`config.mk`:
```
export PLATFORM = sky130hd
export DESIGN_NAME = reg16_rr_arbiter_flat
export DESIGN_NICKNAME = d
export VERILOG_FILES = /design/src/rtl/reg16_rr_arbiter_pkg.sv /design/src/rtl/reg16_rr_arbiter_if.sv /design/src/rtl/reg16_rr_arbiter_rr_pick.sv /design/src/rtl/reg16_rr_arbiter.sv /design/src/flat_wrapper.sv
export SDC_FILE = /design/constraint.sdc
export NUM_CORES = 1
export LEC_CHECK = 0
export BUFFER_PORTS_ARGS = -buffer_cell sky130_fd_sc_hd__buf_4
export CAP_MARGIN = 30
export CORE_MARGIN = 2
export CORE_UTILIZATION = 49
export DETAILED_ROUTE_END_ITERATION = 8
export GPL_TIMING_DRIVEN = 0
export MAX_ROUTING_LAYER = met4
export PLACE_DENSITY = 0.85
export SLEW_MARGIN = 20
export SYNTH_ARGS = -nofsm -noshare
export SYNTH_HDL_FRONTEND = slang
export SYNTH_SLANG_ARGS = --single-unit
```
`constraint.sdc`:
```
create_clock -name clk -period 6.4 [get_ports clk]
set_input_delay 0 -clock clk [delete_from_list [all_inputs] [get_ports clk]]
set_output_delay 0 -clock clk [all_outputs]
set_load 0.05 [all_outputs]
```
`src/rtl/reg16_rr_arbiter_pkg.sv`:
```
// rtl/reg16_rr_arbiter_pkg.sv - shared types, constants and helpers for the shared-register arbiter
package reg16_arb_pkg;

  typedef enum logic {
    IDLE = 1'b0,
    OWN  = 1'b1
  } arb_state_e;

  localparam int CNT_W = 4;

  // Index width for N requesters; never returns 0 so N=1 builds still get a 1-bit field.
  function automatic int clog2_n(input int n);
    int r;
    r = 0;
    for (int i = 0; i < 31; i++) begin
      if ((1 << i) < n) r = i + 1;
    end
    return (r == 0) ? 1 : r;
  endfunction

endpackage

```
`src/rtl/reg16_rr_arbiter_if.sv`:
```
// rtl/reg16_rr_arbiter_if.sv - requester/arbiter bundle for the shared 16-bit register
interface reg16_rr_arbiter_if #(
  parameter int N     = 4,
  parameter int WIDTH = 16
);
  import reg16_arb_pkg::*;

  localparam int OW = clog2_n(N);

  logic [N-1:0]       req;
  logic [N-1:0]       last;
  logic [N*WIDTH-1:0] wdata;
  logic [N-1:0]       gnt;
  logic [WIDTH-1:0]   q;
  logic [OW-1:0]      owner;
  logic               busy;

  modport master (
    output req, last, wdata,
    input  gnt, q, owner, busy
  );

  modport slave (
    input  req, last, wdata,
    output gnt, q, owner, busy
  );

endinterface

```
`src/rtl/reg16_rr_arbiter_rr_pick.sv`:
```
// rtl/reg16_rr_arbiter_rr_pick.sv - combinational round-robin picker starting the search at ptr
module rr_pick #(
  parameter int N  = 4,
  parameter int IW = 2
) (
  input  logic [N-1:0]  req_i,
  input  logic [IW-1:0] ptr_i,
  output logic          found_o,
  output logic [IW-1:0] idx_o
);

  // Doubled vector lets the wrap-around search be a plain window starting at ptr.
  logic [2*N-2:0] dbl;

  always_comb begin
    dbl     = {req_i[N-2:0], req_i};
    found_o = 1'b0;
    idx_o   = '0;
    for (int j = N - 1; j >= 0; j--) begin
      if (dbl[int'(ptr_i) + j]) begin
        found_o = 1'b1;
        if (int'(ptr_i) + j >= N) idx_o = IW'(int'(ptr_i) + j - N);
        else                      idx_o = IW'(int'(ptr_i) + j);
      end
    end
  end

endmodule

```
`src/rtl/reg16_rr_arbiter.sv`:
```
// rtl/reg16_rr_arbiter.sv - round-robin write-ownership arbiter and burst sequencer for one shared register
module reg16_rr_arbiter
  import reg16_arb_pkg::*;
#(
  parameter int N         = 4,
  parameter int WIDTH     = 16,
  parameter int MAX_BURST = 4
) (
  input logic                clk,
  input logic                rst,
  reg16_rr_arbiter_if.slave  bus
);

  localparam int OW = clog2_n(N);

  arb_state_e       state_q;
  logic [N-1:0]     gnt_q;
  logic [WIDTH-1:0] q_q;
  logic [OW-1:0]    owner_q;
  logic [OW-1:0]    ptr_q;
  logic             busy_q;
  logic [CNT_W-1:0] cnt_q;

  logic             pick_found;
  logic [OW-1:0]    pick_idx;
  logic [N-1:0]     gnt_d;
  logic [OW-1:0]    ptr_d;
  logic [CNT_W-1:0] cnt_d;
  logic [WIDTH-1:0] wsel;
  logic             req_own;
  logic             last_own;
  logic             burst_end;

  rr_pick #(.N(N), .IW(OW)) u_pick (
    .req_i   (bus.req),
    .ptr_i   (ptr_q),
    .found_o (pick_found),
    .idx_o   (pick_idx)
  );

  always_comb begin
    req_own   = bus.req[owner_q];
    last_own  = bus.last[owner_q];
    wsel      = bus.wdata[owner_q*WIDTH +: WIDTH];
    cnt_d     = cnt_q + 1'b1;
    // A dropped request ends the burst without a write; last or the cap end it after the write.
    burst_end = !req_own || last_own || (cnt_q == CNT_W'(MAX_BURST - 1));
    ptr_d     = (owner_q == OW'(N - 1)) ? '0 : owner_q + 1'b1;
    gnt_d     = '0;
    gnt_d[pick_idx] = 1'b1;
  end

  always_ff @(posedge clk or negedge rst) begin
    if (!rst) begin
      state_q <= IDLE;
      gnt_q   <= '0;
      q_q     <= '0;
      owner_q <= '0;
      ptr_q   <= '0;
      busy_q  <= 1'b0;
      cnt_q   <= '0;
    end else begin
      case (state_q)
        IDLE: begin
          if (pick_found) begin
            gnt_q   <= gnt_d;
            owner_q <= pick_idx;
            cnt_q   <= '0;
            busy_q  <= 1'b1;
            state_q <= OWN;
          end
        end
        OWN: begin
          if (req_own) q_q <= wsel;
          cnt_q <= burst_end ? '0 : cnt_d;
          if (burst_end) begin
            gnt_q   <= '0;
            busy_q  <= 1'b0;
            ptr_q   <= ptr_d;
            state_q <= IDLE;
          end
        end
        default: state_q <= IDLE;
      endcase
    end
  end

  assign bus.gnt   = gnt_q;
  assign bus.q     = q_q;
  assign bus.owner = owner_q;
  assign bus.busy  = busy_q;

endmodule

```
`src/flat_wrapper.sv`:
```
// flat-port wrapper written by rule: the top's interface ports become plain ports
module reg16_rr_arbiter_flat import reg16_arb_pkg::*;
#(
  parameter int N         = 4,
  parameter int WIDTH     = 16,
  parameter int MAX_BURST = 4
)
  (clk, rst, bus_req, bus_last, bus_wdata, bus_gnt, bus_q, bus_owner, bus_busy);
  reg16_rr_arbiter_if #(.N(N), .WIDTH(WIDTH)) bus_i ();
  input logic clk;
  input logic rst;
  input wire logic [$bits(bus_i.req)-1:0] bus_req;
  input wire logic [$bits(bus_i.last)-1:0] bus_last;
  input wire logic [$bits(bus_i.wdata)-1:0] bus_wdata;
  output wire logic [$bits(bus_i.gnt)-1:0] bus_gnt;
  output wire logic [$bits(bus_i.q)-1:0] bus_q;
  output wire logic [$bits(bus_i.owner)-1:0] bus_owner;
  output wire logic [$bits(bus_i.busy)-1:0] bus_busy;
  assign bus_i.req = bus_req;
  assign bus_i.last = bus_last;
  assign bus_i.wdata = bus_wdata;
  assign bus_gnt = bus_i.gnt;
  assign bus_q = bus_i.q;
  assign bus_owner = bus_i.owner;
  assign bus_busy = bus_i.busy;
  reg16_rr_arbiter #(.N(N), .WIDTH(WIDTH), .MAX_BURST(MAX_BURST)) u_core (.clk(clk), .rst(rst), .bus(bus_i));
endmodule
```
==> metrics.txt, run 1 <==
unrepaired setup endpoints after global routing no; drt first pass iters 4; Synth Area in Simple Gates 9.383%; Ys Warns 0; Syn Inst Count 154; dpl cells 295; post-synthesis compound-gate area fraction 11.44%; VDD IR max approximately 350 uV; CP dominant cell by count clkbuf_1; CTS Buffer Depth 2; gr ovfl total 0; predominant post-synthesis flop cell dfrtp_1; pin count of the biggest net entering global routing 31; Final Cycle Share 42.80%; multiplexer share of the synthesized area between 30% and 40%; crit-path cells clkbuf_1 > inv_1 > ha_1 > clkbuf_1 > nor2b_1 > o31ai_1 > a21oi_1 > and2_1 > a32o_1; starting DRC count in detailed routing 85; fraction of layout cells with a size suffix above 1 57.81%; Critical Path AT 2.90 ns; diodes inserted 0; # rows 22; worst slew margin relative to its limit between 60% and 70%; CP startpoint kind flop; DR WL/cell 16.16 um; full die area 4494 um^2; final std cells w/o fill 304; Starting Density a little over half; Hold Crit Class in2reg; DIE HEIGHT approximately 67 um; syn_area_per_cell 12.64 um^2; Syn Nets 232; Cell Area, Synth roughly 1900 um^2; Clk Latency, worst-skew pair 0.27 ns; CP Capture Type flop; Clk pin slew, worst setup/hold paths around 0.06 ns; Post-synth ARST share 100.0%; H-tree levels 2; xor and xnor area share after synthesis 0%; die extent in x ~67 um; largest family of logic cells by synthesized area multiplexers; commonest non-fill, non-tap cell in the layout buf_4; global-route wire length before repair 7.831 mm; Max Cap Violations 0; fin crit period 2.739 ns; CP max stage cell dfrtp_1; final setup violation count 0; gpl congestion 0.8107; clk sink count 30; CP peak stage delay about 0.4 ns; most frequent cells in the layout buf_4, dfrtp_1, mux2_2, mux4_2, nand2_1; setup bufs post-CTS 0; Post-synth EDFFs 0; fill count 271; leakage power total 1.322 nW; post-synthesis sequential area ratio 38.56%; max-slew violation count 0; All-Layer GR Usage about a quarter; DP HPWL 3.817 mm; critical path class reg2reg; nets@finish between 300 and 400; number of global-route vias before repair 1652; Clock Skews 0.002180 ns; Netlist cell types 44; post-DR vias/cell ~5.5; outcome finished, final reports clean; final core utilization between 70% and 80%; CP required 6.56 ns; Inserted Clock Buffers 5; # IOs 97; I/O Buffers between 90 and 100; CTS root buffer clkbuf_8; wirelength, routed 4.913 mm; via count 1666; pwr/cell area 525.6 nW/um^2; residual DRC count 0; initial antenna violation count 0; Post-DRT Antenna Nets 0; final worst setup slack approximately 3.7 ns; Max Fclk ~370 MHz; Hold Violations, Final 0; CTS tree built; Max FO, Critical Path 10; Area growth, synth to finish 44.15%; post-synthesis register bit count 30; worst slack at placement ~3.7 ns; Worst Tran Pin Value between 0.5 and 0.6 ns; Adder-Cell Fraction of Synth Area 2.571%; Setup TNS 0 ns; Core Area 3744 um^2
-- metrics by stage --
stage | hold slack [ns] | area, um^2 | power, W
2_1_floorplan | -0.2956 | 1947 | 0.001072
5_1_grt | 0.1755 | 2806 | 0.001574
3_5_place_dp | -0.05408 | 2705 | 0.001328
3_3_place_gp | -0.04932 | 2705 | 0.001307
6_report | 0.1735 | 2806 | 0.001475
4_1_cts | 0.1678 | 2806 | 0.001485
-- final timing paths --
| kind | start | endpoint | slack (ns) | cells past startpoint |
|---|---|---|---|---|
| hold reg to reg | u_core.bus.busy | u_core.bus.busy | 0.48 | 1 |
| setup reg to reg | u_core.ptr_q[0] | u_core.bus.gnt[2] | 3.66 | 9 |
| hold / removal | bus_wdata[37] | u_core.bus.q[5] | 0.17 | 3 |
| setup / recovery | u_core.ptr_q[0] | u_core.bus.gnt[2] | 3.66 | 9 |
| min in group asynchronous | rst | u_core.bus.q[12] | 0.19 | 2 |
| max in group asynchronous | rst | u_core.bus.q[4] | 5.93 | 2 |
-- power breakdown --
| part | switching [W] | internal [W] |
|---|---|---|
| Sequential | 0.0000634 | 0.000278 |
| Clock | 0.0000672 | 0.0000866 |
| Combinational | 0.000543 | 0.000437 |
| Total | 0.000673 | 0.000802 |
-- synth_stat cells (2+ instances only) --
master | instances | share of area (%)
a21o_1 | 2 | 0.77
a21oi_1 | 3 | 0.77
a221o_1 | 2 | 1.0
a32o_1 | 2 | 1.0
and3b_1 | 2 | 0.90
buf_2 | 2 | 0.51
buf_6 | 2 | 1.2
clkbuf_1 | 5 | 0.96
dfrtp_1 | 30 | 39
ha_1 | 4 | 2.6
inv_1 | 5 | 0.96
mux2_2 | 19 | 11
mux2_4 | 2 | 1.5
mux4_2 | 18 | 21
nand2_1 | 10 | 1.9
nand2b_1 | 2 | 0.64
nand3_1 | 2 | 0.51
nor2_1 | 8 | 1.5
nor2b_1 | 3 | 0.96
nor3_1 | 3 | 0.77
o211ai_1 | 2 | 0.77
o21ai_0 | 4 | 1.0
-- critical path, delay by kind of cell, from the launching register on --
kind | cells | cell delay [ns]
compound gates | 3 | 0.78
fa+ha+maj | 1 | 0.34
buf+inv | 3 | 0.71
flops | 1 | 0.40
simple gates | 2 | 0.39
-- logic make-up (layout without fill, tap and decap cells) --
kind of cell             count (synthesis)  in the layout
AO/OA/AOI/OAI                           28             28
adder cells (fa/ha/maj)                  4              4
buffers and inverters                   16            118
flip-flops                              30             30
multiplexers                            40             40
AND/OR/NAND/NOR                         36             36
-- timing repair --
action,in CTS,in global routing
gates resized for setup,0,0
endpoints found under the hold margin,30,0
endpoints found under the setup margin,0,0
hold buffers,1,0
-- cell type report --
| class | instances | area [um^2] | area share [%] |
|---|---|---|---|
| multi-input cells | 108 | 1115 | 39.72 |
| flip-flops and latches | 30 | 750.7 | 26.75 |
| repair buffers | 94 | 708.2 | 25.23 |
| clock buffers | 7 | 86.33 | 3.076 |
| plain buffers | 11 | 62.56 | 2.229 |
| well taps | 48 | 60.06 | 2.140 |
| inverters | 5 | 18.77 | 0.6687 |
| clock inverters | 1 | 5.005 | 0.1783 |
-- state kept, by name, indices dropped and copies added (netlist names) --
name / flops
u_core.cnt_q: 4
u_core.ptr_q: 2
u_core.bus.owner: 2
u_core.state_q: 1
u_core.bus.gnt: 4
u_core.bus.busy: 1
u_core.bus.q: 16
-- layer usage --
layer | vias up | part of all wire [%] | GRT usage, %
met4 | 0 | 0.35 | 4.592
met3 | 2 | 8.3 | 6.081
met1 | 801 | 39 | 30.99
met2 | 71 | 52 | 40.22
li1 | 792 | - | -
met5 | - | 0 | -
Power figures use the tool's default switching activity.
==> run 2, diff against run 1 <==
--- a/config.mk
+++ b/config.mk
@@ -8,11 +8,11 @@
 export BUFFER_PORTS_ARGS = -buffer_cell sky130_fd_sc_hd__buf_4
 export CAP_MARGIN = 30
 export CORE_MARGIN = 2
-export CORE_UTILIZATION = 49
+export CORE_UTILIZATION = 41
 export DETAILED_ROUTE_END_ITERATION = 8
 export GPL_TIMING_DRIVEN = 0
 export MAX_ROUTING_LAYER = met4
-export PLACE_DENSITY = 0.85
+export PLACE_DENSITY = 0.76
 export SLEW_MARGIN = 20
 export SYNTH_ARGS = -nofsm -noshare
 export SYNTH_HDL_FRONTEND = slang
==> constraint.sdc (replaced) <==
create_clock -name clk -period 2.5 [get_ports clk]
set_input_delay 0 -clock clk [delete_from_list [all_inputs] [get_ports clk]]
set_output_delay 0 -clock clk [all_outputs]
set_load 0.05 [all_outputs]
==> run 2 against run 1 <==
Net effect:
- sequential share of layout area is 0.051 points lower
- global-route usage is 5.5 points lower
- sequential cell count stayed put
- count of clock-buffer cells in the layout stayed put
- total power grew to 2.6 times the previous value
- non-clock buffer count is 2 lower
- sequential power grew to 2.6 times the previous value
- critical path type unchanged
- critical endpoint is now u_core.bus.gnt[3]
==> metrics.txt, run 2 (same netlist as run 1, synthesis figures left out) <==
Hold Crit Depth 3; number of global-route vias before repair 1603; via count 1685; VDD IR max between 600 and 700 uV; clk sink count 30; fraction of layout cells with a size suffix above 1 59.45%; Clock Skews 0.001575 ns; hold endpoint u_core.bus.q[15]; unrepaired setup endpoints after global routing no; Final Cycle Share roughly 90%; DIE HEIGHT 72.91 um; Max Fclk between 400 and 500 MHz; Post-Layout Inst Area 2816 um^2; gr ovfl total 0; worst slack at placement -0.1818 ns; Critical Path AT 2.43 ns; Area growth, synth to finish 44.67%; Placement Cell Area 2713 um^2; final core utilization 60.43%; gpl congestion 0.8547; H-tree levels 2; leakage power total 1.318 nW; All-Layer GR Usage 18.93%; CP Launch Point u_core.ptr_q[0]; Max FO, Critical Path 14; origin of the worst min-delay path bus_wdata[47]; full die area 5316 um^2; drt first pass iters 4; Hold Violations, Final 0; DR WL/cell 15.49 um; nets@finish 331; wirelength, routed 4.770 mm; final setup violation count 0; FF-to-FF path depth 7; R2R setup slack 0.24 ns; I/O Buffers 93; # rows 25; setup bufs post-CTS 0; Starting Density approximately two fifths; Inserted Clock Buffers 5; CTS tree built; initial antenna violation count 0; total design power roughly 0.0038 W; fin crit period 2.260 ns; Worst Tran Pin Value between 0.6 and 0.7 ns; CP required 2.67 ns; Core Area approximately 4700 um^2; commonest non-fill, non-tap cell in the layout buf_4; Clk pin slew, worst setup/hold paths ~0.060 ns; CTS Buffer Depth 2; # IOs 97; Largest register FFs 16; CTS root buffer clkbuf_8; worst slew margin relative to its limit between 50 and 60%; residual DRC count 0; fill count 376; most frequent cells in the layout buf_4, dfrtp_1, mux2_2, mux4_2, nand2_1; starting DRC count in detailed routing 58; RR Endpoint u_core.bus.gnt[3]; global-route wire length before repair 7.410 mm; Post-DRT Antenna Nets 0; post-DR vias/cell 5.471; diodes inserted 0; pwr/cell area 1343 nW/um^2; final worst setup slack 0.2399 ns; max-slew violation count 0; outcome finished, final reports clean; Max Cap Violations 0; die extent in x 72.91 um; critical path class reg2reg; CP startpoint kind flop; CP Capture Type flop; pin count of the biggest net entering global routing 31; DP HPWL 3.685 mm; Hold Crit Class in2reg; Clk Latency, worst-skew pair 0.28 ns; worst r2r src u_core.ptr_q[0]
## run 2: changes by cell type in the layout (fill, tap and decap cells not counted)
| cell | delta |
|---|---|
| o31ai_2 | +1 |
| dfrtp_2 | +1 |
| o31ai_1 | -1 |
| a21oi_2 | +1 |
| a21oi_1 | -1 |
| clkbuf_1 | -2 |
| dfrtp_1 | -1 |
## run 2: through the flow
stage | hold WS, ns | std cells | setup TNS, ns
after CTS | 0.1611 | 309 | 0
final | 0.1680 | 308 | 0
after floorplan | -0.2956 | 154 | 0
after global placement | -0.05293 | 301 | -0.6862
after global routing | 0.1672 | 308 | 0
after detailed placement | -0.05040 | 301 | -0.8682
## run 2: area by class of cell
cell class / count / area [um^2] / area share (%)
Multi-Input combinational cell: 108 / 1124 / 39.89
Sequential cell: 30 / 752.0 / 26.70
Timing Repair Buffer: 94 / 708.2 / 25.14
Clock buffer: 7 / 86.33 / 3.065
Tap cell: 54 / 67.56 / 2.399
Buffer: 9 / 55.05 / 1.955
Inverter: 5 / 18.77 / 0.6664
Clock inverter: 1 / 5.005 / 0.1777
## run 2: worst max path at each step
| stage | end | slack, ns |
|---|---|---|
| finish | u_core.bus.gnt[3] | 0.24 |
| CTS | u_core.bus.owner[1] | 0.10 |
| detailed placement | u_core.bus.owner[1] | -0.18 |
| global placement | u_core.bus.gnt[2] | -0.20 |
| global route | u_core.bus.gnt[1] | 0.09 |
| floorplan | u_core.bus.gnt[2] | 0.15 |
## run 2: report_power, final
| part | switching (W) | internal (W) | total (W) |
|---|---|---|---|
| registers | 0.000175 | 0.000713 | 0.000888 |
| logic | 0.00137 | 0.00112 | 0.00249 |
| clock network | 0.000178 | 0.000222 | 0.000400 |
| total | 0.00173 | 0.00205 | 0.00378 |
## run 2: worst max-delay path: stages, from the launching register on
cell      delay (ns)
dfrtp_2         0.50
inv_1           0.12
ha_1            0.44
or2_2           0.34
a311oi_1        0.26
o211a_1         0.22
nor2_1          0.05
a32o_1          0.21
## run 2: routing by layer
metal	up-vias	wire length (um)	share of wire (%)	GRT usage [%]
met1	827	2024	42	24.48
met5	-	0	0	-
met4	0	14	0.29	4.321
met2	64	2394	50	29.60
li1	792	-	-	-
met3	2	336	7.0	5.663
## run 2: timing repair
| item | CTS | global route |
|---|---|---|
| setup endpoints to repair | 10 | 3 |
| cloned | 0 | 0 |
| endpoints found under the hold margin | 30 | 0 |
| hold buffers | 1 | 0 |
| gates resized for setup | 1 | 2 |
==> run 3, diff against run 2 <==
--- a/config.mk
+++ b/config.mk
@@ -12,7 +12,7 @@
 export DETAILED_ROUTE_END_ITERATION = 8
 export GPL_TIMING_DRIVEN = 0
 export MAX_ROUTING_LAYER = met4
-export PLACE_DENSITY = 0.76
+export PLACE_DENSITY = 0.86
 export SLEW_MARGIN = 20
 export SYNTH_ARGS = -nofsm -noshare
 export SYNTH_HDL_FRONTEND = slang
==> run 3 against run 2 <==
Net effect:
- wire length is 9.9% higher
- utilization increased by 0.11 points
- total power is 1.4% higher
- final cell count grew 0.32%
- global-route usage rose by 1.4 points
- count of clock-buffer cells in the layout did not move
- clock power about the same
- largest cell class unchanged
- largest power group unchanged
- highest routed layer unchanged
==> metrics.txt, run 3 (same netlist as run 1, synthesis figures left out) <==
drt first pass iters 4; Clk Latency, worst-skew pair 0.29 ns; nets@finish 332; CP required 2.67 ns; FF-to-FF path depth 8; Setup TNS 0 ns; residual DRC count 0; commonest non-fill, non-tap cell in the layout buf_4; hold endpoint u_core.bus.q[9]; outcome finished, final reports clean; # rows 25; Inserted Clock Buffers 5; clk sink count 30; worst r2r src u_core.ptr_q[0]; Area growth, synth to finish 44.92%; setup bufs post-CTS 0; fraction of layout cells with a size suffix above 1 59.61%; Largest register FFs 16; Worst path top cell family by delay compound AO/OA/AOI/OAI gates; Worst Tran Pin Value approximately 0.57 ns; Core Area around 4700 um^2; number of global-route vias before repair 1723; CP bufs+invs 2; # IOs 97; crit-path cells inv_1 > ha_1 > clkbuf_2 > nor2b_1 > o31ai_2 > a21o_1 > nor2_1 > a32o_1; Max FO, Critical Path 14; VDD IR max a little under 900 uV; Clock Skews 0.005910 ns; fill count roughly 380; I/O Buffers 93; most frequent cells in the layout buf_4, dfrtp_1, mux2_2, mux4_2, nand2_1; via count 1747; global-route wire length before repair 8.024 mm; CP Capture Type flop; total design power 0.003833 W; DR WL/cell 16.97 um; pwr/cell area 1359 nW/um^2; Reg area 752.0 um^2; Hold Crit Depth 3; gr ovfl total 0; CP max stage cell dfrtp_2; RR Endpoint u_core.bus.gnt[3]; CP startpoint kind flop; die extent in x 72.91 um; DIE HEIGHT 72.91 um; post-DR vias/cell around 5.7; wirelength, routed roughly 5.2 mm; leakage power total 1.322 nW; All-Layer GR Usage 20.36%; Post-DRT Antenna Nets 0; CTS Buffer Depth 2; Clk pin slew, worst setup/hold paths 0.06 ns; pin count of the biggest net entering global routing 31; Max Fclk between 400 and 500 MHz; gpl congestion 0.8221; CTS tree built; max-slew violation count 0; Critical Path AT about 2.5 ns; Hold Violations, Final 0; CP peak stage delay 0.50 ns; Max Cap Violations 0; DP HPWL 4.014 mm; Starting Density 41.77%; final setup violation count 0; critical path class reg2reg; worst slew margin relative to its limit 62.23%; Final Cycle Share between 90 and 100%; initial antenna violation count 0; diodes inserted 0; origin of the worst min-delay path bus_wdata[9]; full die area 5316 um^2; starting DRC count in detailed routing 76; R2R setup slack 0.17 ns; H-tree levels 2; CTS root buffer clkbuf_8; unrepaired setup endpoints after global routing no; area of the multi-input gates 1124 um^2; Hold Crit Class in2reg; fin crit period 2.326 ns
## run 3: cell count changes in the layout (fill, tap and decap cells not counted), sizes merged
cell,delta
clkbuf,+1
## run 3: worst max-delay path by stage
stage | start | end | depth (start not counted)
after detailed placement | u_core.ptr_q[0] | u_core.bus.gnt[2] | 9
final | u_core.ptr_q[0] | u_core.bus.gnt[3] | 8
after global placement | u_core.ptr_q[0] | u_core.bus.gnt[2] | 9
after global routing | u_core.ptr_q[0] | u_core.bus.gnt[1] | 8
after floorplan | u_core.ptr_q[0] | u_core.bus.gnt[2] | 9
after CTS | u_core.ptr_q[0] | u_core.bus.gnt[2] | 8
## run 3: through the flow
step	util, %	hold WS, ns	area [um^2]	instances	worst slack (ns)
after floorplan	-	-0.2956	1947	154	0.1473
after detailed placement	58.20	-0.05126	2713	301	-0.1886
after CTS	60.32	0.1607	2811	309	0.0008065
after global routing	60.54	0.1666	2821	309	0.01265
final	60.54	0.1622	2821	309	0.1738
after global placement	58.20	-0.05484	2713	301	-0.1402
## run 3: layer usage
| layer | part of all wire [%] | wire (um) | GRT usage [%] | vias up |
|---|---|---|---|---|
| li1 | - | - | - | 795 |
| met1 | 39 | 2040 | 24.21 | 863 |
| met2 | 54 | 2828 | 34.85 | 85 |
| met3 | 6.5 | 342 | 5.525 | 4 |
| met4 | 0.59 | 31 | 4.115 | 0 |
| met5 | 0 | 0 | - | - |
## run 3: area by class of cell
class,count,area share [%]
plain buffers,10,2.129
clock buffers,7,3.060
repair buffers,94,25.10
clock inverters,1,0.1774
inverters,5,0.6652
well taps,54,2.395
multi-input cells,108,39.82
flip-flops and latches,30,26.65
## run 3: timing repair
action / CTS / global route
endpoints found under the hold margin: 30 / 0
pin swaps: 0 / 0
hold buffers: 1 / 0
setup endpoints to repair: 12 / 9
resized for setup: 1 / 4
## run 3: power by group
part / total [W] / switching [W] / internal [W]
clock: 0.000403 / 0.000181 / 0.000222
sequential: 0.000899 / 0.000187 / 0.000713
combinational: 0.00253 / 0.00140 / 0.00113
## run 3: worst min-delay path, delay by kind of cell
kind                   cells  cell delay (ns)
buffers and inverters      1             0.07
muxes                      2             0.34
